[src/rtl/gpsdo_pkg.sv]
// ---------------------------------------------------------------------------
// gpsdo_pkg
// Shared definitions for the GPSDO loop control blocks: the lock-acquisition
// state encoding, the PID gain-set encodings and the default loop constants
// (zero-error phase target, error windows, qualification counts, PPS timeout).
// No ports; imported with "import gpsdo_pkg::*;".
// ---------------------------------------------------------------------------
package gpsdo_pkg;

   localparam int PHASE_W = 24;
   localparam int ERR_W   = 16;
   localparam int CNT_W   = 8;

   typedef enum logic [2:0] {
      ST_IDLE     = 3'd0,
      ST_ACQUIRE  = 3'd1,
      ST_TRACK    = 3'd2,
      ST_LOCKED   = 3'd3,
      ST_HOLDOVER = 3'd4
   } loop_state_t;

   localparam logic [1:0] GAIN_ACQ   = 2'd0;
   localparam logic [1:0] GAIN_TRACK = 2'd1;
   localparam logic [1:0] GAIN_LOCK  = 2'd2;

   localparam int unsigned DEF_TARGET      = 1_000_000;
   localparam int unsigned DEF_TRACK_WIN   = 1000;
   localparam int unsigned DEF_LOCK_WIN    = 100;
   localparam int unsigned DEF_UNLOCK_WIN  = 500;
   localparam int unsigned DEF_ACQ_CNT     = 4;
   localparam int unsigned DEF_LOCK_CNT    = 16;
   localparam int unsigned DEF_PPS_TIMEOUT = 12_000_000;

endpackage

[src/rtl/phase_err_sat.sv]
// ---------------------------------------------------------------------------
// phase_err_sat
// Combinational phase-error path: subtracts the zero-error target from the
// raw phase count, clamps the 25-bit signed difference into 16-bit signed
// range and provides its magnitude for the lock window comparisons.
//
// Ports:
//   i_phase  - raw unsigned phase count
//   o_err    - clamped signed error, [-32768, 32767]
//   o_abs    - |o_err| as unsigned (32768 is representable)
// ---------------------------------------------------------------------------
module phase_err_sat
   import gpsdo_pkg::*;
#(
   parameter int unsigned TARGET = DEF_TARGET
)(
   input  logic [PHASE_W-1:0]      i_phase,
   output logic signed [ERR_W-1:0] o_err,
   output logic [ERR_W-1:0]        o_abs
);

   localparam logic [PHASE_W:0] TARGET_V = (PHASE_W+1)'(TARGET);

   logic signed [PHASE_W:0] w_err25;

   // Both operands fit in 25 bits, so the modular difference is the exact
   // two's-complement error.
   assign w_err25 = $signed({1'b0, i_phase} - TARGET_V);

   always_comb begin
      if (w_err25 > 25'sd32767) begin
         o_err = 16'sh7FFF;
      end else if (w_err25 < -25'sd32768) begin
         o_err = 16'sh8000;
      end else begin
         o_err = w_err25[ERR_W-1:0];
      end
      // Negating -32768 wraps to 0x8000, which read as unsigned is 32768.
      o_abs = o_err[ERR_W-1] ? (~o_err + 1'b1) : o_err;
   end

endmodule

[src/rtl/pid_loop_sequencer.sv]
// ---------------------------------------------------------------------------
// pid_loop_sequencer
// Sequences the GPSDO phase-locked loop around the PID calculator. Each
// accepted phase measurement becomes a saturated signed error, a
// lock-acquisition FSM picks the PID gain set and integrator behaviour, and a
// start/done handshake paces the PID updates.
//
// Optional feature macro: PID_SEQ_HOLDOVER_EN enables the PPS timeout counter
// and the HOLDOVER state; without it Holdover is tied low.
//
// Ports:
//   CLK_SYS        - system clock
//   CLK_RST        - asynchronous active-low reset
//   Measure_Phase  - raw phase count, valid with Measure_Done
//   Measure_Done   - one-cycle measurement strobe
//   Pid_Done       - one-cycle PID completion strobe
//   Pid_Start      - one-cycle PID update request
//   Pid_Error      - saturated error of the last accepted sample
//   Pid_Gain_Sel   - gain set (ACQ/TRACK/LOCK)
//   Pid_Int_Clr    - one-cycle integrator clear
//   Pid_Int_Hold   - integrator freeze level
//   Led_Lock       - high in LOCKED
//   Holdover       - high in HOLDOVER
//   Overrun        - sticky dropped-sample flag
// ---------------------------------------------------------------------------
module pid_loop_sequencer
   import gpsdo_pkg::*;
#(
   parameter int unsigned TARGET      = DEF_TARGET,
   parameter int unsigned TRACK_WIN   = DEF_TRACK_WIN,
   parameter int unsigned LOCK_WIN    = DEF_LOCK_WIN,
   parameter int unsigned UNLOCK_WIN  = DEF_UNLOCK_WIN,
   parameter int unsigned ACQ_CNT     = DEF_ACQ_CNT,
   parameter int unsigned LOCK_CNT    = DEF_LOCK_CNT,
   parameter int unsigned PPS_TIMEOUT = DEF_PPS_TIMEOUT
)(
   input  logic                    CLK_SYS,
   input  logic                    CLK_RST,
   input  logic [PHASE_W-1:0]      Measure_Phase,
   input  logic                    Measure_Done,
   input  logic                    Pid_Done,
   output logic                    Pid_Start,
   output logic signed [ERR_W-1:0] Pid_Error,
   output logic [1:0]              Pid_Gain_Sel,
   output logic                    Pid_Int_Clr,
   output logic                    Pid_Int_Hold,
   output logic                    Led_Lock,
   output logic                    Holdover,
   output logic                    Overrun
);

   localparam logic [ERR_W-1:0] TRACK_LIM  = ERR_W'(TRACK_WIN);
   localparam logic [ERR_W-1:0] LOCK_LIM   = ERR_W'(LOCK_WIN);
   localparam logic [ERR_W-1:0] UNLOCK_LIM = ERR_W'(UNLOCK_WIN);
   localparam logic [CNT_W-1:0] ACQ_N      = CNT_W'(ACQ_CNT);
   localparam logic [CNT_W-1:0] LOCK_N     = CNT_W'(LOCK_CNT);

   loop_state_t              r_state;
   loop_state_t              w_state_nxt;
   logic [CNT_W-1:0]         r_cnt;
   logic [CNT_W-1:0]         w_cnt_nxt;
   logic [CNT_W-1:0]         w_cnt_inc;
   logic                     w_clr_nxt;
   logic [1:0]               w_gain_nxt;
   logic [PHASE_W-1:0]       r_phase;
   logic                     r_pend1;
   logic                     r_pend2;
   logic                     r_busy;
   logic                     r_start;
   logic signed [ERR_W-1:0]  r_error;
   logic [1:0]               r_gain;
   logic                     r_int_clr;
   logic                     r_int_hold;
   logic                     r_led;
   logic                     r_hold;
   logic                     r_overrun;
   logic signed [ERR_W-1:0]  w_err;
   logic [ERR_W-1:0]         w_abs;
   logic                     w_done_ok;
   logic                     w_accept;
   logic                     w_drop;
   logic                     w_timeout;
   logic                     w_in_track;
   logic                     w_in_lock;
   logic                     w_over_unlock;

   phase_err_sat #(
      .TARGET (TARGET)
   ) u_err (
      .i_phase (r_phase),
      .o_err   (w_err),
      .o_abs   (w_abs)
   );

   // Pid_Done only counts once Pid_Start has actually been issued; a Done
   // landing in the same cycle as Measure_Done frees the slot for that sample.
   assign w_done_ok = Pid_Done && r_busy && !r_pend1 && !r_pend2;
   assign w_accept  = Measure_Done && (!r_busy || w_done_ok);
   assign w_drop    = Measure_Done && r_busy && !w_done_ok;

   assign w_in_track    = (w_abs <= TRACK_LIM);
   assign w_in_lock     = (w_abs <= LOCK_LIM);
   assign w_over_unlock = (w_abs > UNLOCK_LIM);
   assign w_cnt_inc     = r_cnt + 1'b1;

`ifdef PID_SEQ_HOLDOVER_EN
   localparam int TMO_W = $clog2(PPS_TIMEOUT + 1);
   localparam logic [TMO_W-1:0] TMO_MAX = TMO_W'(PPS_TIMEOUT);

   logic [TMO_W-1:0] r_tmo;

   // Cycles since the last measurement strobe (dropped ones included),
   // parked at the timeout value.
   always_ff @(posedge CLK_SYS or negedge CLK_RST) begin
      if (!CLK_RST) begin
         r_tmo <= '0;
      end else if (Measure_Done) begin
         r_tmo <= '0;
      end else if (r_tmo != TMO_MAX) begin
         r_tmo <= r_tmo + 1'b1;
      end
   end

   assign w_timeout = (r_tmo == TMO_MAX) &&
                      ((r_state == ST_ACQUIRE) || (r_state == ST_TRACK) ||
                       (r_state == ST_LOCKED));
`else
   assign w_timeout = 1'b0;
`endif

   // Next-state logic: a captured sample is evaluated one edge after capture;
   // otherwise only the PPS timeout can move the loop.
   always_comb begin
      w_state_nxt = r_state;
      w_cnt_nxt   = r_cnt;
      w_clr_nxt   = 1'b0;
      if (r_pend1) begin
         case (r_state)
            ST_IDLE: begin
               w_state_nxt = ST_ACQUIRE;
               w_clr_nxt   = 1'b1;
            end
            ST_ACQUIRE: begin
               if (!w_in_track) begin
                  w_cnt_nxt = '0;
               end else if (w_cnt_inc >= ACQ_N) begin
                  w_state_nxt = ST_TRACK;
               end else begin
                  w_cnt_nxt = w_cnt_inc;
               end
            end
            ST_TRACK: begin
               if (!w_in_track) begin
                  w_state_nxt = ST_ACQUIRE;
                  w_clr_nxt   = 1'b1;
               end else if (!w_in_lock) begin
                  w_cnt_nxt = '0;
               end else if (w_cnt_inc >= LOCK_N) begin
                  w_state_nxt = ST_LOCKED;
               end else begin
                  w_cnt_nxt = w_cnt_inc;
               end
            end
            ST_LOCKED: begin
               if (!w_in_track) begin
                  w_state_nxt = ST_ACQUIRE;
                  w_clr_nxt   = 1'b1;
               end else if (w_over_unlock) begin
                  w_state_nxt = ST_TRACK;
               end
            end
            ST_HOLDOVER: begin
               if (w_in_track) begin
                  w_state_nxt = ST_TRACK;
               end else begin
                  w_state_nxt = ST_ACQUIRE;
                  w_clr_nxt   = 1'b1;
               end
            end
            default: begin
               w_state_nxt = ST_IDLE;
            end
         endcase
      end else if (w_timeout) begin
         w_state_nxt = ST_HOLDOVER;
      end
      if (w_state_nxt != r_state) begin
         w_cnt_nxt = '0;
      end

      // HOLDOVER keeps whichever gain set was active when the pulses stopped.
      case (w_state_nxt)
         ST_TRACK:    w_gain_nxt = GAIN_TRACK;
         ST_LOCKED:   w_gain_nxt = GAIN_LOCK;
         ST_HOLDOVER: w_gain_nxt = r_gain;
         default:     w_gain_nxt = GAIN_ACQ;
      endcase
   end

   // State, qualification counter and state-decoded outputs move together.
   always_ff @(posedge CLK_SYS or negedge CLK_RST) begin
      if (!CLK_RST) begin
         r_state    <= ST_IDLE;
         r_cnt      <= '0;
         r_gain     <= GAIN_ACQ;
         r_int_clr  <= 1'b0;
         r_int_hold <= 1'b0;
         r_led      <= 1'b0;
         r_hold     <= 1'b0;
      end else begin
         r_state    <= w_state_nxt;
         r_cnt      <= w_cnt_nxt;
         r_gain     <= w_gain_nxt;
         r_int_clr  <= w_clr_nxt;
         r_int_hold <= (w_state_nxt == ST_ACQUIRE) || (w_state_nxt == ST_HOLDOVER);
         r_led      <= (w_state_nxt == ST_LOCKED);
         r_hold     <= (w_state_nxt == ST_HOLDOVER);
      end
   end

   // Sample capture and the PID handshake pipeline: capture, evaluate, start.
   always_ff @(posedge CLK_SYS or negedge CLK_RST) begin
      if (!CLK_RST) begin
         r_phase   <= '0;
         r_pend1   <= 1'b0;
         r_pend2   <= 1'b0;
         r_start   <= 1'b0;
         r_busy    <= 1'b0;
         r_error   <= '0;
         r_overrun <= 1'b0;
      end else begin
         r_pend1 <= w_accept;
         r_pend2 <= r_pend1;
         r_start <= r_pend2;
         if (w_accept) begin
            r_phase <= Measure_Phase;
            r_busy  <= 1'b1;
         end else if (w_done_ok) begin
            r_busy  <= 1'b0;
         end
         if (r_pend1) begin
            r_error <= w_err;
         end
         if (w_drop) begin
            r_overrun <= 1'b1;
         end
      end
   end

   assign Pid_Start    = r_start;
   assign Pid_Error    = r_error;
   assign Pid_Gain_Sel = r_gain;
   assign Pid_Int_Clr  = r_int_clr;
   assign Pid_Int_Hold = r_int_hold;
   assign Led_Lock     = r_led;
   assign Holdover     = r_hold;
   assign Overrun      = r_overrun;

endmodule

[config.mk]
export PLATFORM = sky130hd
export DESIGN_NAME = pid_loop_sequencer
export DESIGN_NICKNAME = d
export VERILOG_FILES = /design/src/rtl/gpsdo_pkg.sv /design/src/rtl/phase_err_sat.sv /design/src/rtl/pid_loop_sequencer.sv
export SDC_FILE = /design/constraint.sdc
export NUM_CORES = 1
export LEC_CHECK = 0
export CAP_MARGIN = 20
export CELL_PAD_IN_SITES_DETAIL_PLACEMENT = 1
export CELL_PAD_IN_SITES_GLOBAL_PLACEMENT = 2
export CORE_MARGIN = 2
export CORE_UTILIZATION = 35
export CTS_BUF_LIST = sky130_fd_sc_hd__clkbuf_4
export DETAILED_ROUTE_END_ITERATION = 6
export PLACE_DENSITY = 0.91
export SYNTH_ARGS = -nofsm -noshare
export SYNTH_HDL_FRONTEND = slang
export SYNTH_SLANG_ARGS = --single-unit
[constraint.sdc]
create_clock -name CLK_SYS -period 9.91 [get_ports CLK_SYS]
set_clock_uncertainty 0.2 [all_clocks]
set_input_delay 1.982 -clock CLK_SYS [delete_from_list [all_inputs] [get_ports CLK_SYS]]
set_output_delay 1.982 -clock CLK_SYS [all_outputs]
set_load 0.005 [all_outputs]
Yosys cells after proc, flatten, opt, wreduce, memory -nomap -nowiden:

Cells that the tools add are included.

* bits of input ports: 28
* bits in read-only memories: 0
* memories: 0
* output and inout bits: 24
* bits in latches: 0
* bits in writable memories: 0
* register bits: 62

* reductions and logical operators: 18
* add/subtract/negate cells: 3
* div/mod/pow operators: 0
* $mul: 0
* magnitude comparators: 7
* equal/unequal tests: 12
* muxes and demuxes: 27
* shifts and indexed selects: 0
* bitwise logic cells: 1

Operator list (count)
* $mux W8: 7
* $mux W16: 3
* $gt A25 B16 Y1 const B: 1
* $lt A25 B16 Y1 const B: 1
* $sub A24 B20 Y25 const B: 1
* $mux W3: 8
* $add A16 B1 Y16 const B: 1
* $gt A16 B9 Y1 const B: 1
* $le A16 B10 Y1 const B: 1
* $le A16 B7 Y1 const B: 1
* $not A16 Y16: 1
* $pmux W8 S2: 1
* $pmux W3 S5: 1
* $eq A3 B2 Y1 const B: 4
* $add A8 B1 Y8 const B: 1
* $ge A8 B3 Y1 const B: 1
* $ge A8 B5 Y1 const B: 1
* $ne A4 B4 Y1 const B: 2
* $eq A3 B1 Y1 const B: 2
* $eq A3 B3 Y1 const B: 2
* $logic_and A1 B1 Y1: 6
* $pmux W2 S3: 1
* $reduce_and A5 Y1: 1
* $logic_not A1 Y1: 4
* 10 further kinds: 15

Longest topological paths before layout:

Gate-level depths: netlist of run 1.

* depth in word-level cells: 15
* depth in mapped cells: 17
* gate-level depth less buffers: 14

Hierarchy:

Synthesis of run 1 repeated with hierarchy kept, for this count alone.

* cells, all modules: 489
* area, all modules: 4023.9 um2

By module, submodules not included
* pid_loop_sequencer: instances 1, cells each 279, area an instance 2745.1 um2
* phase_err_sat: instances 1, cells each 210, area an instance 1278.7 um2

Worst setup path after synthesis of run 1:

No wires, ideal clock.

* kind: register to register
* start point: reg r_phase[6]
* end point: reg r_gain[1] (netlist: Pid_Gain_Sel[1])
* path slack: 5.462 ns
* setup time: 0.064 ns
* cell stages (with the launch flop): 18
* required time: 9.646 ns
* clock period less this slack: 4.448 ns
* arrival time: 4.184 ns
* path through: dfrtp_1 clkbuf_1 inv_1 ha_1 nand2b_1 a311oi_4 o21ai_2 or3_1 or4_1 buf_2 or2_0 a22o_1 a211oi_2 or3b_1 buf_2 and4bb_4 nor3_4 a21o_1

* word-level cells in the longest chain between the ends: 14
* elaborated cells between the ends (all ways): 23

Ends and longest elaborated chain
* start, declared: RTL line pid_loop_sequencer.sv:65 `logic [PHASE_W-1:0] r_phase;`
* start signal, assigned: RTL line pid_loop_sequencer.sv:236 `r_phase <= Measure_Phase;`
* $sub A24 B20 Y25 (*): RTL line phase_err_sat.sv:28 `assign w_err25 = $signed({1'b0, i_phase} - TARGET_V);`
* $lt A25 B16 Y1: RTL line phase_err_sat.sv:33 `end else if (w_err25 < -25'sd32768) begin`
* $mux W16: RTL line phase_err_sat.sv:33
* $mux W16 (*): RTL line phase_err_sat.sv:31 `if (w_err25 > 25'sd32767) begin`
* $not A16 Y16: RTL line phase_err_sat.sv:39 `o_abs = o_err[ERR_W-1] ? (~o_err + 1'b1) : o_err;`
* $add A16 B1 Y16: RTL line phase_err_sat.sv:39
* $mux W16 (*): RTL line phase_err_sat.sv:39
* $gt A16 B9 Y1 or $le A16 B7 Y1 (tied branches): RTL line pid_loop_sequencer.sv:103, pid_loop_sequencer.sv:102
* $mux W3 (on tied branches): RTL line pid_loop_sequencer.sv:168, pid_loop_sequencer.sv:156
* $mux W3 (on tied branches): RTL line pid_loop_sequencer.sv:165, pid_loop_sequencer.sv:153
* $pmux W3 S5 (*): RTL line pid_loop_sequencer.sv:138 `case (r_state)`
* $mux W3 (*): RTL line pid_loop_sequencer.sv:137 `if (r_pend1) begin`
* $eq A3 B3 Y1 or $eq A3 B2 Y1 (tied branches): RTL line pid_loop_sequencer.sv:192 `case (w_state_nxt)`
* $pmux W2 S3: RTL line pid_loop_sequencer.sv:192
* end signal, assigned: RTL line pid_loop_sequencer.sv:213 `r_gain <= w_gain_nxt;`
* end, declared: RTL line pid_loop_sequencer.sv:71 `logic [1:0] r_gain;`

Every way passes the cells marked *; elsewhere a longest branch is shown, timed or not.
A chain may end at the register's enable or synchronous reset.

Worst setup path in the final report of run 1:

* start point: reg r_phase[6]
* end point: reg r_cnt[7]

* word-level cells in the longest chain between the ends: 15
* elaborated cells between the ends (all ways): 32

Ends and longest elaborated chain
* $sub A24 B20 Y25 (*): RTL line phase_err_sat.sv:28
* $lt A25 B16 Y1: RTL line phase_err_sat.sv:33
* $mux W16: RTL line phase_err_sat.sv:33
* $mux W16 (*): RTL line phase_err_sat.sv:31
* $not A16 Y16: RTL line phase_err_sat.sv:39
* $add A16 B1 Y16: RTL line phase_err_sat.sv:39
* $mux W16 (*): RTL line phase_err_sat.sv:39
* $gt A16 B9 Y1 or $le A16 B7 Y1 (tied branches): RTL line pid_loop_sequencer.sv:103, pid_loop_sequencer.sv:102
* $mux W3 (on tied branches): RTL line pid_loop_sequencer.sv:168, pid_loop_sequencer.sv:156
* $mux W3 (on tied branches): RTL line pid_loop_sequencer.sv:165, pid_loop_sequencer.sv:153
* $pmux W3 S5: RTL line pid_loop_sequencer.sv:138
* $mux W3: RTL line pid_loop_sequencer.sv:137
* $ne A3 B3 Y1: RTL line pid_loop_sequencer.sv:187 `if (w_state_nxt != r_state) begin`
* $ne A4 B4 Y1 (no line), or another cell as far along
* $reduce_and A5 Y1 (no line)
* end signal, assigned: RTL line pid_loop_sequencer.sv:212 `r_cnt <= w_cnt_nxt;`
* end, declared: RTL line pid_loop_sequencer.sv:60 `logic [CNT_W-1:0] r_cnt;`

Every way passes the cells marked *; elsewhere a longest branch is shown, timed or not. The select of a mux whose other input is x is not followed.

==> results.md, run 1 <==
- The tool flagged a number of max-cap violations equal to 0.
- The dominant register cell in the synthesized netlist is dfrtp_1.
- The total of flip-flops plus latches after synthesis is slightly above 60.
- The sequential cell area in the final layout is 0.00155 sq mm.
- Yosys mapped a number of flops with a built-in enable equal to 0.
- For the final routed database, the setup TNS stands at 0 ns.
- The first global-routing pass estimated 20800 um of wire.
- Clock-pin slew was measured on the worst setup and hold paths at 0.13 ns.
- Global routing consumed, over all layers together, 20.3% of the routing resources.
- The final global-route overflow total is 0.
- Of the synthesized area, sequential elements account for 37.7%.
- The via count of the first global-routing pass is 4068.
- The initial utilization of the core area, before any placement, comes to 35.9%.
- The count of pins on the block boundary is 52.
- The floorplan row count is 39.
- The final period demand of the worst path is 5.17 ns.
- The netlist area before placement is 0.00412 sq mm.
- The number of levels the H-tree was split into is 3.
- The number of clock buffers inserted by TritonCTS is 9.
- The horizontal die dimension is 112 um.
- The fraction of the cycle the final worst path needs is 52.2%.
- The clock passes through at most 2 buffers.
- Summed over all layers, the routed wires come to 12500 um.
- In this run, the number of DRC markers left after iteration 0 of detailed routing was 206.
- The worst hold-check path type is reg2reg.
- The die covers 0.0126 sq mm.
- The number of setup violations in the final report is 0.
- The transition at the pin with the smallest max-transition slack is 0.851 ns.
- The post-placement worst setup slack is 4.66 ns.
- Measured along the y axis, the die boundary spans around 110 um.
- The start point of the worst hold path is r_pend2.
- The clock sink count is 62.
- The number of routed nets with antenna violations is 0.
- The maximum vdd ir drop is 0.0862 mV.
- The worst hold path endpoint is Pid_Start.
- The origin of the critical flop-to-flop path is r_phase[6].
- STA puts the critical path data required time at between 10 and 15 ns.
- The register-to-register path setup slack is 4.74 ns.
- Input and output buffers added on the ports amount to roughly 50.
- At the later pin of the worst-skew pair, clock insertion delay measures 0.44 ns.
- The filler cells instantiated in the layout total 1375.
- Across all setup checks in the final design, the least slack found is 4.74 ns.
- The final weighted congestion in routability-driven placement is 0.889.
- For this design the static power due to leakage is about 2 nW.
- The area occupied by multi-input gates is around 0.0024 sq mm.
- After detailed routing, the number of vias per cell comes to 5.67.
- The total count of hold-check failures in the final report is 0.
- The netlist uses 80 different library cells.
- Once the clock tree was built, the setup fixing pass inserted 0 buffers.
- The cell depth of the worst min-delay path is 0.
- The total number of yosys warnings is 0.
- The worst reg2reg path depth is 13.
- The peak fanout along the critical path is 10.
- After synthesis, the share of flip-flops with an asynchronous set or reset is 100%.
- Setup repair after global routing left no endpoint under its margin.
- 0 antenna diodes ended up in the layout.
- The headroom to the max-slew limit is 43.2%.
- The number of nets in the synthesized netlist is 539.
- The TritonCTS clock tree is built.
- The fraction of final layout cells with drive strength greater than 1 is 6.91%.
- The tree is rooted in a clkbuf_4.
- The region available for standard cell placement spans 0.0115 sq mm.
- The final count of pins violating max slew came to 0.
- The endpoint identified for the worst register-to-register timing path is r_cnt[7].
- STA classifies the critical path startpoint as a register.
- The total power consumption of the routed design is 907 uW.
- In the routed design, unresolved DRC markers number 0.
- The fmax is 0.193 GHz.
- STA classifies the critical path endpoint as a register.
- The number of gates resized after CTS is 0.
- The kind of critical path is reg2reg.
- The flow ran to the end, and the final reports show no timing, DRC or antenna violations.
- The count of nets after finishing is 576.
- The post-synthesis instance total is about 510.
- The largest net degree at the start of global routing is 63.
- Power spread over the standard cell area amounts to ~190 mW/mm^2.
- The initial antenna violation count was 0.
- The number of vias after detailed routing is 3930.
- Data on the critical path arrives at its endpoint at 5.35 ns.
- The HPWL after detailed placement is slightly above 9000 um.
- Hold repair after CTS inserted 0 buffers.
- The first-pass iteration count of the detailed router is 4.
- From synthesis to final layout, the design area changed by 17.3%.
- After detailed routing, the average wire length per cell comes to 18.0 um.
- The synthesized area per cell is around 8.1 sq um.
==> area by class of cell <==
type / instances / share of cell area [%]
clock buffers: 9 / 1.40
multi-input cells: 398 / 49.2
flip-flops and latches: 62 / 32.1
well taps: 143 / 3.70
clock inverters: 7 / 1.01
repair buffers: 56 / 11.2
inverters: 18 / 1.40
==> placed cells by master, fill, tap and decap left out, types with 4 or more instances in the layout <==
cell type,instances
xnor2_1,8
dfrtp_1,62
o21a_1,6
clkbuf_4,9
nand2_1,93
clkdlybuf4s50_1,50
buf_4,4
o211ai_1,10
nor2b_1,4
a21oi_1,38
xor2_1,5
nor2_1,39
nand3_1,10
o31ai_1,5
inv_1,18
nand2b_1,7
o21ai_0,21
nor3_1,12
o2111ai_1,4
and2_1,7
nand4_1,5
a21o_1,6
a31oi_1,8
or2_2,5
nor4_1,8
and3_1,9
or3_1,11
==> how the worst max path moves through the flow <==
stage                           from               to  slack [ns]  cells past startpoint
after floorplan           r_phase[6]  Pid_Gain_Sel[1]        5.46                     17
after global placement    r_phase[6]         r_cnt[4]        4.94                     13
after detailed placement  r_phase[6]         r_cnt[7]        4.66                     14
after CTS                 r_phase[6]         r_cnt[7]        4.59                     14
after global routing      r_phase[6]         r_cnt[7]        4.42                     15
final                     r_phase[6]         r_cnt[7]        4.74                     13
==> through the flow <==
step	utilization, %	cell area, sq um	instances	hold WS (ns)
after floorplan	-	4120	508	0.156
after global placement	41.1	4710	676	0.163
after detailed placement	41.1	4710	676	0.187
after CTS	42.1	4820	692	0.208
after global routing	42.1	4830	693	0.210
final	42.1	4830	693	0.202
==> layer usage <==
layer | GRT usage [%] | vias up | routed length [um]
met4 | 4.55 | 0 | 123
li1 | - | 1925 | -
met1 | 26.3 | 1918 | 5680
met3 | 4.00 | 10 | 480
met2 | 35.1 | 77 | 6200
met5 | 0 | - | 0
==> sequential cells by signal, summed over array words and instances (netlist names) <==
| signal | count |
|---|---|
| Led_Lock | 1 |
| Pid_Start | 1 |
| r_pend2 | 1 |
| r_state | 3 |
| Pid_Int_Hold | 1 |
| Pid_Int_Clr | 1 |
| Overrun | 1 |
| r_phase | 24 |
| Pid_Error | 16 |
| Pid_Gain_Sel | 2 |
| r_busy | 1 |
| r_pend1 | 1 |
| r_cnt | 8 |
| Holdover | 1 |
==> cell usage after synthesis, types with 3 or more instances <==
| cell type | n | area (sq um) |
|---|---|---|
| nand2_1 | 93 | 349 |
| dfrtp_1 | 62 | 1550 |
| nor2_1 | 39 | 146 |
| a21oi_1 | 38 | 190 |
| clkbuf_1 | 27 | 101 |
| o21ai_0 | 21 | 105 |
| inv_1 | 18 | 67.6 |
| nor3_1 | 12 | 60.1 |
| or3_1 | 11 | 68.8 |
| nand3_1 | 10 | 50.1 |
| o211ai_1 | 10 | 75.1 |
| and3_1 | 9 | 56.3 |
| a31oi_1 | 8 | 50.1 |
| nor4_1 | 8 | 50.1 |
| xnor2_1 | 8 | 70.1 |
| and2_1 | 7 | 43.8 |
| nand2b_1 | 7 | 43.8 |
| a21o_1 | 6 | 45.0 |
| o21a_1 | 6 | 45.0 |
| nand4_1 | 5 | 31.3 |
| o31ai_1 | 5 | 37.5 |
| or2_2 | 5 | 31.3 |
| xor2_1 | 5 | 43.8 |
| nor2b_1 | 4 | 25.0 |
| o2111ai_1 | 4 | 35.0 |
| a211oi_1 | 3 | 22.5 |
| a21boi_0 | 3 | 22.5 |
| ha_1 | 3 | 37.5 |
| o22ai_1 | 3 | 18.8 |
| o2bb2ai_1 | 3 | 26.3 |
| o41ai_1 | 3 | 26.3 |
| or4_1 | 3 | 22.5 |
==> report_power, final <==
| part | switching, mW | internal, mW | leakage (nW) |
|---|---|---|---|
| Combinational | 0.228 | 0.158 | 1.19 |
| Clock | 0.109 | 0.0517 | 0.0661 |
| Sequential | 0.0658 | 0.294 | 0.738 |
| Total | 0.403 | 0.504 | 2.00 |
==> cells by family after synthesis <==
group / after synthesis / share of synthesized area (%)
simple gates: 231 / 28.1
compound gates: 149 / 25.4
flops: 62 / 37.7
buf+inv: 48 / 4.62
xor+xnor: 13 / 2.77
fa+ha+maj: 3 / 0.912
mux: 2 / 0.517
==> worst max-delay path, cell delays in order, from the launching register on <==
cell,delay (ns)
dfrtp_1,0.48
inv_1,0.18
ha_1,0.31
nand2b_1,0.22
a311oi_4,0.52
o21ai_2,0.14
or3_1,0.41
or4_1,0.68
o41ai_1,0.69
nand4_1,0.16
or3b_1,0.52
nand4_2,0.18
a21boi_2,0.23
and3_1,0.19
Power figures use the tool's default switching activity.
==> run 2: changes to the inputs <==
- CORE_UTILIZATION: 35 -> 31
- PLACE_DENSITY: 0.91 -> 0.86
- clock period: 9.91 -> 4.4 ns (I/O delays scaled with it)
==> results.md, run 2 (synthesized netlist as in run 1, its figures left out) <==
- The post-placement worst setup slack is -0.254 ns (was 4.66 ns).
- The largest net degree at the start of global routing is 44 (was 63).
- The most flop-heavy register is r_phase (unchanged).
- The first-pass GRT wire length was 22000 um (was 20800 um).
- The total power per unit cell area is 432 mW/mm^2 (was 188 mW/mm^2).
- The static leakage is 2.25 nW (was 2.00 nW).
- The worst reg2reg path depth is 12 (was 13).
- The final HPWL from detailed placement came to 9750 um (was 9260 um).
- The final period demand of the worst path is 4.40 ns (was 5.17 ns).
- The final weighted congestion in routability-driven placement is 0.889 (about the same).
- The data required time at the worst endpoint came to 4.55 ns (was 10.09 ns).
- The number of routed nets with antenna violations was 0 (unchanged).
- The number of setup violations in the final report is 1 (was 0).
- The initial antenna violation count is 1 (was 0).
- The final count of pins violating max slew is 0 (unchanged).
- The final worst setup slack is -0.000546 ns (was 4.74 ns).
- The global-route usage over all layers is 19.3% (was 20.3%).
- The sum of negative setup slack came to -0.000546 ns (was 0 ns).
- The die boundary height is 119 um (was 112 um).
- The fraction of the cycle the final worst path needs is 100% (was 52.2%).
- The fraction of final layout cells with drive strength greater than 1 is 17.1% (was 6.91%).
- The number of remaining DRC errors is 0 (unchanged).
- The number of filler cells placed in the layout was 1572 (was 1375).
- The floorplan row count is 42 (was 39).
- The post-detailed-route via-to-cell ratio is 5.43 (was 5.67).
- The fmax is 0.227 GHz (was 0.193 GHz).
- The type of element launching the critical path is a register (unchanged).
- The transition at the pin with the smallest max-transition slack came to 0.976 ns (was 0.851 ns).
- The headroom to the max-slew limit was 34.9% (was 43.2%).
- The count of nets after finishing is 618 (was 576).
- The number of DRC markers in iteration 0 is 167 (was 206).
- The total count of hold-check failures in the final report is 0 (unchanged).
- The number of levels the H-tree was split into was 3 (unchanged).
- The clock sink count is 62 (unchanged).
- The count of pins on the block boundary came to 52 (unchanged).
- The endpoint type of the worst setup path is a register (unchanged).
- The count of maximum capacitance violations was 0 (unchanged).
- The first-pass iteration count of the detailed router is 4 (unchanged).
- The maximum vdd ir drop is 0.168 mV (was 0.0862 mV).
- The number of vias after detailed routing is 4175 (was 3930).
- The checks that failed: negative setup slack.
- The number of flip-flops in the largest register is 24 (unchanged).
- The total wirelength of the detailed-routed design is 13400 um (was 12500 um).
- The area of the placeable core was 0.0131 sq mm (was 0.0115 sq mm).
- The detail-routed net length per standard cell is 17.4 um (was 18.0 um).
- The clock latency on the worst-skew pair is 0.45 ns (was 0.44 ns).
- The starting density of the core is 31.5% (was 35.9%).
- The horizontal die dimension was 119 um (was 112 um).
- Unrepaired setup endpoints after global routing: yes (was no).
- The number of clock buffers inserted by TritonCTS is 9 (unchanged).
- The total die area was 0.0142 sq mm (was 0.0126 sq mm).
- Commonest cells after routing, fill and taps aside: 93 x nand2_1, 62 x dfrtp_1, 50 x clkdlybuf4s50_1 (unchanged).
- The maximum buffer depth of the clock tree is 2 (unchanged).
- The cell depth of the worst min-delay path was 0 (unchanged).
- The most common library cell in the layout ignoring fill and taps is nand2_1 (unchanged).
- The cell at the root of the clock tree is clkbuf_4 (unchanged).
- The via count of the first global-routing pass was 4326 (was 4068).
- The number of buffer cells added on primary ports is 51 (unchanged).
- The cell total after placement is 748 (was 676).
- The area occupied by multi-input gates is 0.00252 sq mm (was 0.00237 sq mm).
- The peak fanout along the critical path is 6 (was 10).
- The area added between synthesis and finish came to 30.6% (was 17.3%).
- The register clock-pin slew on the reported worst setup and hold paths was 0.11 ns (was 0.13 ns).
- The number of cells in the finished layout apart from fillers came to 769 (was 693).
- The kind of critical path is reg2reg (unchanged).
- The worst hold-check path type is reg2reg (unchanged).
- The final global-route overflow total was 0 (unchanged).
- The arrival time reported for the critical path endpoint is 4.55 ns (was 5.35 ns).
- The TritonCTS clock tree is built (unchanged).
- Outcome: complete, but fails checks (was finished, final reports clean).
- The sequential cell area in the final layout came to 0.00155 sq mm (unchanged).
==> run 2: layer usage <==
metal  up-vias  global-route usage (%)  part of all wire (%)
met5         -                       0                     0
met3        13                    3.78                   3.2
met2        56                    33.9                    52
met4         0                    5.73                   1.3
met1      2105                    23.9                    44
li1       2001                       -                     -
==> run 2: worst max-delay path: stages (launching register included) <==
cell and delay, ns:
dfrtp_1 0.43, or4_4 0.57, a2111o_1 0.46, o211a_1 0.15, or3_4 0.33, or4_4 0.46, o41ai_2 0.44, buf_4 0.20
nand4_1 0.09, or3b_4 0.47, nand3b_1 0.15, o211ai_1 0.15, and3_1 0.20
==> run 2: path summary, 6_finish.rpt <==
check                             from            to  slack (ns)
max                        r_phase[13]      r_cnt[7]     -0.0005
min                            r_pend2     Pid_Start        0.19
max reg2reg                r_phase[13]      r_cnt[7]     -0.0005
min reg2reg                    r_pend2     Pid_Start        0.19
max in group asynchronous      CLK_RST  Pid_Error[7]        2.77
min in group asynchronous      CLK_RST    r_state[2]        0.38
==> run 2: power by group <==
group | internal (mW) | switching [mW]
Combinational | 0.489 | 0.626
Clock | 0.226 | 0.224
Sequential | 0.663 | 0.0941
==> run 2: what timing repair did <==
| action | 4_1_cts | 5_1_grt |
|---|---|---|
| setup endpoints to repair | 13 | 13 |
| setup buffers | 0 | 4 |
| pin swaps | 1 | 19 |
| resized for setup | 9 | 19 |
| hold buffers | 0 | 0 |
==> run 2: layout make-up <==
type                       instances  area share, %
multi-input combinational        398           46.9
sequential                        62           28.9
timing repair buffer              98           16.0
tap                              176           4.10
clock inverter                     7           1.65
clock buffer                       9           1.26
inverter                          18           1.26
antenna                            1         0.0465
==> run 2: per-stage QoR <==
stage	power [mW]	hold WS [ns]	utilization, %	instance area, sq um
after floorplan	1.36	0.156	-	4120
after global placement	1.77	0.160	38.6	5040
after detailed placement	1.80	0.174	38.6	5040
after CTS	2.28	0.196	40.1	5240
after global routing	2.49	0.206	41.1	5380
final	2.32	0.190	41.1	5380
==> run 3: changes to the inputs <==
- CORE_UTILIZATION: 31 -> 30
- PLACE_DENSITY: 0.86 -> 0.84
==> results.md, run 3 (synthesized netlist as in run 1, its figures left out) <==
- Outcome: finished, final reports clean (was complete, but fails checks).
- The number of levels the H-tree was split into is 3 (unchanged).
- The sequential cell area in the final layout is 0.00155 sq mm (unchanged).
- The first-pass GRT wire length is 22300 um (was 22000 um).
- The number of routed nets with antenna violations is 0 (unchanged).
- The floorplan row count is 42 (unchanged).
- The maximum vdd ir drop is 0.183 mV (was 0.168 mV).
- The number of buffer cells added on primary ports was 51 (unchanged).
- The fraction of the cycle the final worst path needs is 98.7% (was 100%).
- The number of filler cells placed in the layout is 1587 (was 1572).
- The total count of hold-check failures in the final report is 0 (unchanged).
- The cell at the root of the clock tree is clkbuf_4 (unchanged).
- The total power per unit cell area is 436 mW/mm^2 (was 432 mW/mm^2).
- The total wirelength of the detailed-routed design is 13500 um (was 13400 um).
- The fraction of final layout cells with drive strength greater than 1 is 19.1% (was 17.1%).
- The die boundary height is 121 um (was 119 um).
- The portion of total power attributed to the clock network is 20.5% (was 19.4%).
- The count of pins on the block boundary is 52 (unchanged).
- The reported net switching power came to 990 uW (was 944 uW).
- The most common library cell in the layout ignoring fill and taps was nand2_1 (unchanged).
- The peak fanout along the critical path is 6 (unchanged).
- The headroom to the max-slew limit is 37.0% (was 34.9%).
- The sequential group share of total power came to 31.5% (was 32.6%).
- The final period demand of the worst path is 4.34 ns (was 4.40 ns).
- The number of remaining DRC errors came to 0 (unchanged).
- The number of cells in the finished layout apart from fillers is 778 (was 769).
- The combinational group share of total power was 48.0% (about the same).
- The area occupied by multi-input gates is 0.00255 sq mm (was 0.00252 sq mm).
- The most flop-heavy register is r_phase (unchanged).
- The final global-route overflow total was 0 (unchanged).
- The number of vias after detailed routing is 4243 (was 4175).
- The endpoint type of the worst setup path is a register (unchanged).
- The proportion of total power due to net switching is 41.3% (was 40.7%).
- The number of flip-flops in the largest register is 24 (unchanged).
- The fmax is 0.230 GHz (was 0.227 GHz).
- The count of maximum capacitance violations is 0 (unchanged).
- The final worst setup slack came to 0.0558 ns (was -0.000546 ns).
- The cell total after placement was 759 (was 748).
- Unrepaired setup endpoints after global routing: yes (unchanged).
- The static leakage came to 2.30 nW (was 2.25 nW).
- The data required time at the worst endpoint is 4.58 ns (was 4.55 ns).
- The kind of critical path is reg2reg (unchanged).
- The horizontal die dimension is 121 um (was 119 um).
- The first-pass iteration count of the detailed router is 4 (unchanged).
- The count of nets after finishing is 627 (was 618).
- The global-route usage over all layers came to 19.2% (was 19.3%).
- The clock latency on the worst-skew pair was 0.47 ns (was 0.45 ns).
- The area of the placeable core came to 0.0133 sq mm (was 0.0131 sq mm).
- The type of element launching the critical path is a register (unchanged).
- The arrival time reported for the critical path endpoint is 4.52 ns (was 4.55 ns).
- The starting density of the core is 30.8% (was 31.5%).
- The total die area is 0.0147 sq mm (was 0.0142 sq mm).
- The detail-routed net length per standard cell is 17.3 um (was 17.4 um).
- The largest net degree at the start of global routing is 43 (was 44).
- The post-detailed-route via-to-cell ratio is 5.45 (was 5.43).
- The final weighted congestion in routability-driven placement is 0.874 (was 0.889).
- The maximum buffer depth of the clock tree is 2 (unchanged).
- The number of setup violations in the final report is 0 (was 1).
- The post-placement worst setup slack came to -0.0515 ns (was -0.254 ns).
- The clock sink count is 62 (unchanged).
- The via count of the first global-routing pass is 4405 (was 4326).
- The quantity of hold-fixing buffers added after cts is 0 (unchanged).
- The area added between synthesis and finish was 33.5% (was 30.6%).
- The internal power of the cells was 1.41 mW (was 1.38 mW).
- The TritonCTS clock tree is built (unchanged).
- The final HPWL from detailed placement is 9930 um (was 9750 um).
- The number of clock buffers inserted by TritonCTS is 9 (unchanged).
- The worst hold-check path type is reg2reg (unchanged).
- The number of DRC markers in iteration 0 is 157 (was 167).
- Commonest cells after routing, fill and taps aside: 93 x nand2_1, 62 x dfrtp_1, 54 x buf_4 (was 93 x nand2_1, 62 x dfrtp_1, 50 x clkdlybuf4s50_1).
- The transition at the pin with the smallest max-transition slack is 0.945 ns (was 0.976 ns).
- The register clock-pin slew on the reported worst setup and hold paths is 0.12 ns (was 0.11 ns).
- The initial antenna violation count was 1 (unchanged).
- The final count of pins violating max slew was 0 (unchanged).
run 3: cell count changes in the layout (fill, tap and decap cells not counted), moves of 2 or more:
cell,delta
inv_6,+3
clkinv_2,-2
buf_4,+7
buf_6,+2
run 3: metal layers:
metal / track usage, % / share of wire [%] / routed length [um]
met1: 24.5 / 46 / 6150
met2: 32.8 / 50 / 6720
met3: 3.01 / 2.8 / 378
met4: 7.18 / 1.8 / 244
met5: 0 / 0 / 0
run 3: layout make-up:
cell class              count  share of cell area [%]
well taps                 176                    4.01
clock buffers               9                    1.23
inverters                  18                    1.23
clock inverters             7                    1.87
multi-input cells         398                    46.4
flip-flops and latches     62                    28.2
diodes                      1                  0.0455
repair buffers            107                    17.0
run 3: path summary, 6_finish.rpt:
check                       startpoint      endpoint  slack, ns  depth (start not counted)
max                        r_phase[11]      r_cnt[3]       0.06                         14
min                            r_pend2     Pid_Start       0.21                          0
max reg2reg                r_phase[11]      r_cnt[3]       0.06                         14
min reg2reg                    r_pend2     Pid_Start       0.21                          0
max in group asynchronous      CLK_RST  Pid_Error[8]       2.81                          2
min in group asynchronous      CLK_RST   r_phase[21]       0.34                          1
run 3: critical path, stage by stage, from the launching register on:
cell       delay, ns
dfrtp_1         0.43
or4_4           0.57
a2111o_1        0.43
o211a_1         0.13
or3_4           0.33
or4_4           0.47
buf_6           0.16
nor3_4          0.16
o22ai_2         0.10
a211oi_2        0.24
or3b_4          0.44
buf_4           0.17
a31oi_1         0.17
o2bb2ai_1       0.09
and2_1          0.16
run 3: metrics by stage:
| stage | util [%] | TNS, ns | instance area (sq um) | hold slack [ns] | total power, mW |
|---|---|---|---|---|---|
| global placement | 38.4 | -0.0351 | 5130 | 0.168 | 1.81 |
| detailed placement | 38.4 | -0.328 | 5130 | 0.175 | 1.83 |
| finish | 41.2 | 0 | 5500 | 0.210 | 2.40 |
| global route | 41.2 | -1.89 | 5500 | 0.226 | 2.57 |
| floorplan | - | 0 | 4120 | 0.156 | 1.36 |
| CTS | 39.8 | 0 | 5320 | 0.205 | 2.34 |
run 3: power by group through the flow:
stage	Combinational [mW]	Sequential [mW]	Clock, mW
2_1_floorplan	0.615	0.743	0
3_3_place_gp	1.05	0.760	0
3_5_place_dp	1.07	0.765	0
4_1_cts	1.08	0.756	0.507
5_1_grt	1.27	0.772	0.534
6_report	1.15	0.756	0.491
run 3: what timing repair did:
item,CTS,global route
setup endpoints to repair,12,13
pin swaps,2,13
buffers inserted,0,2
resized for setup,5,30
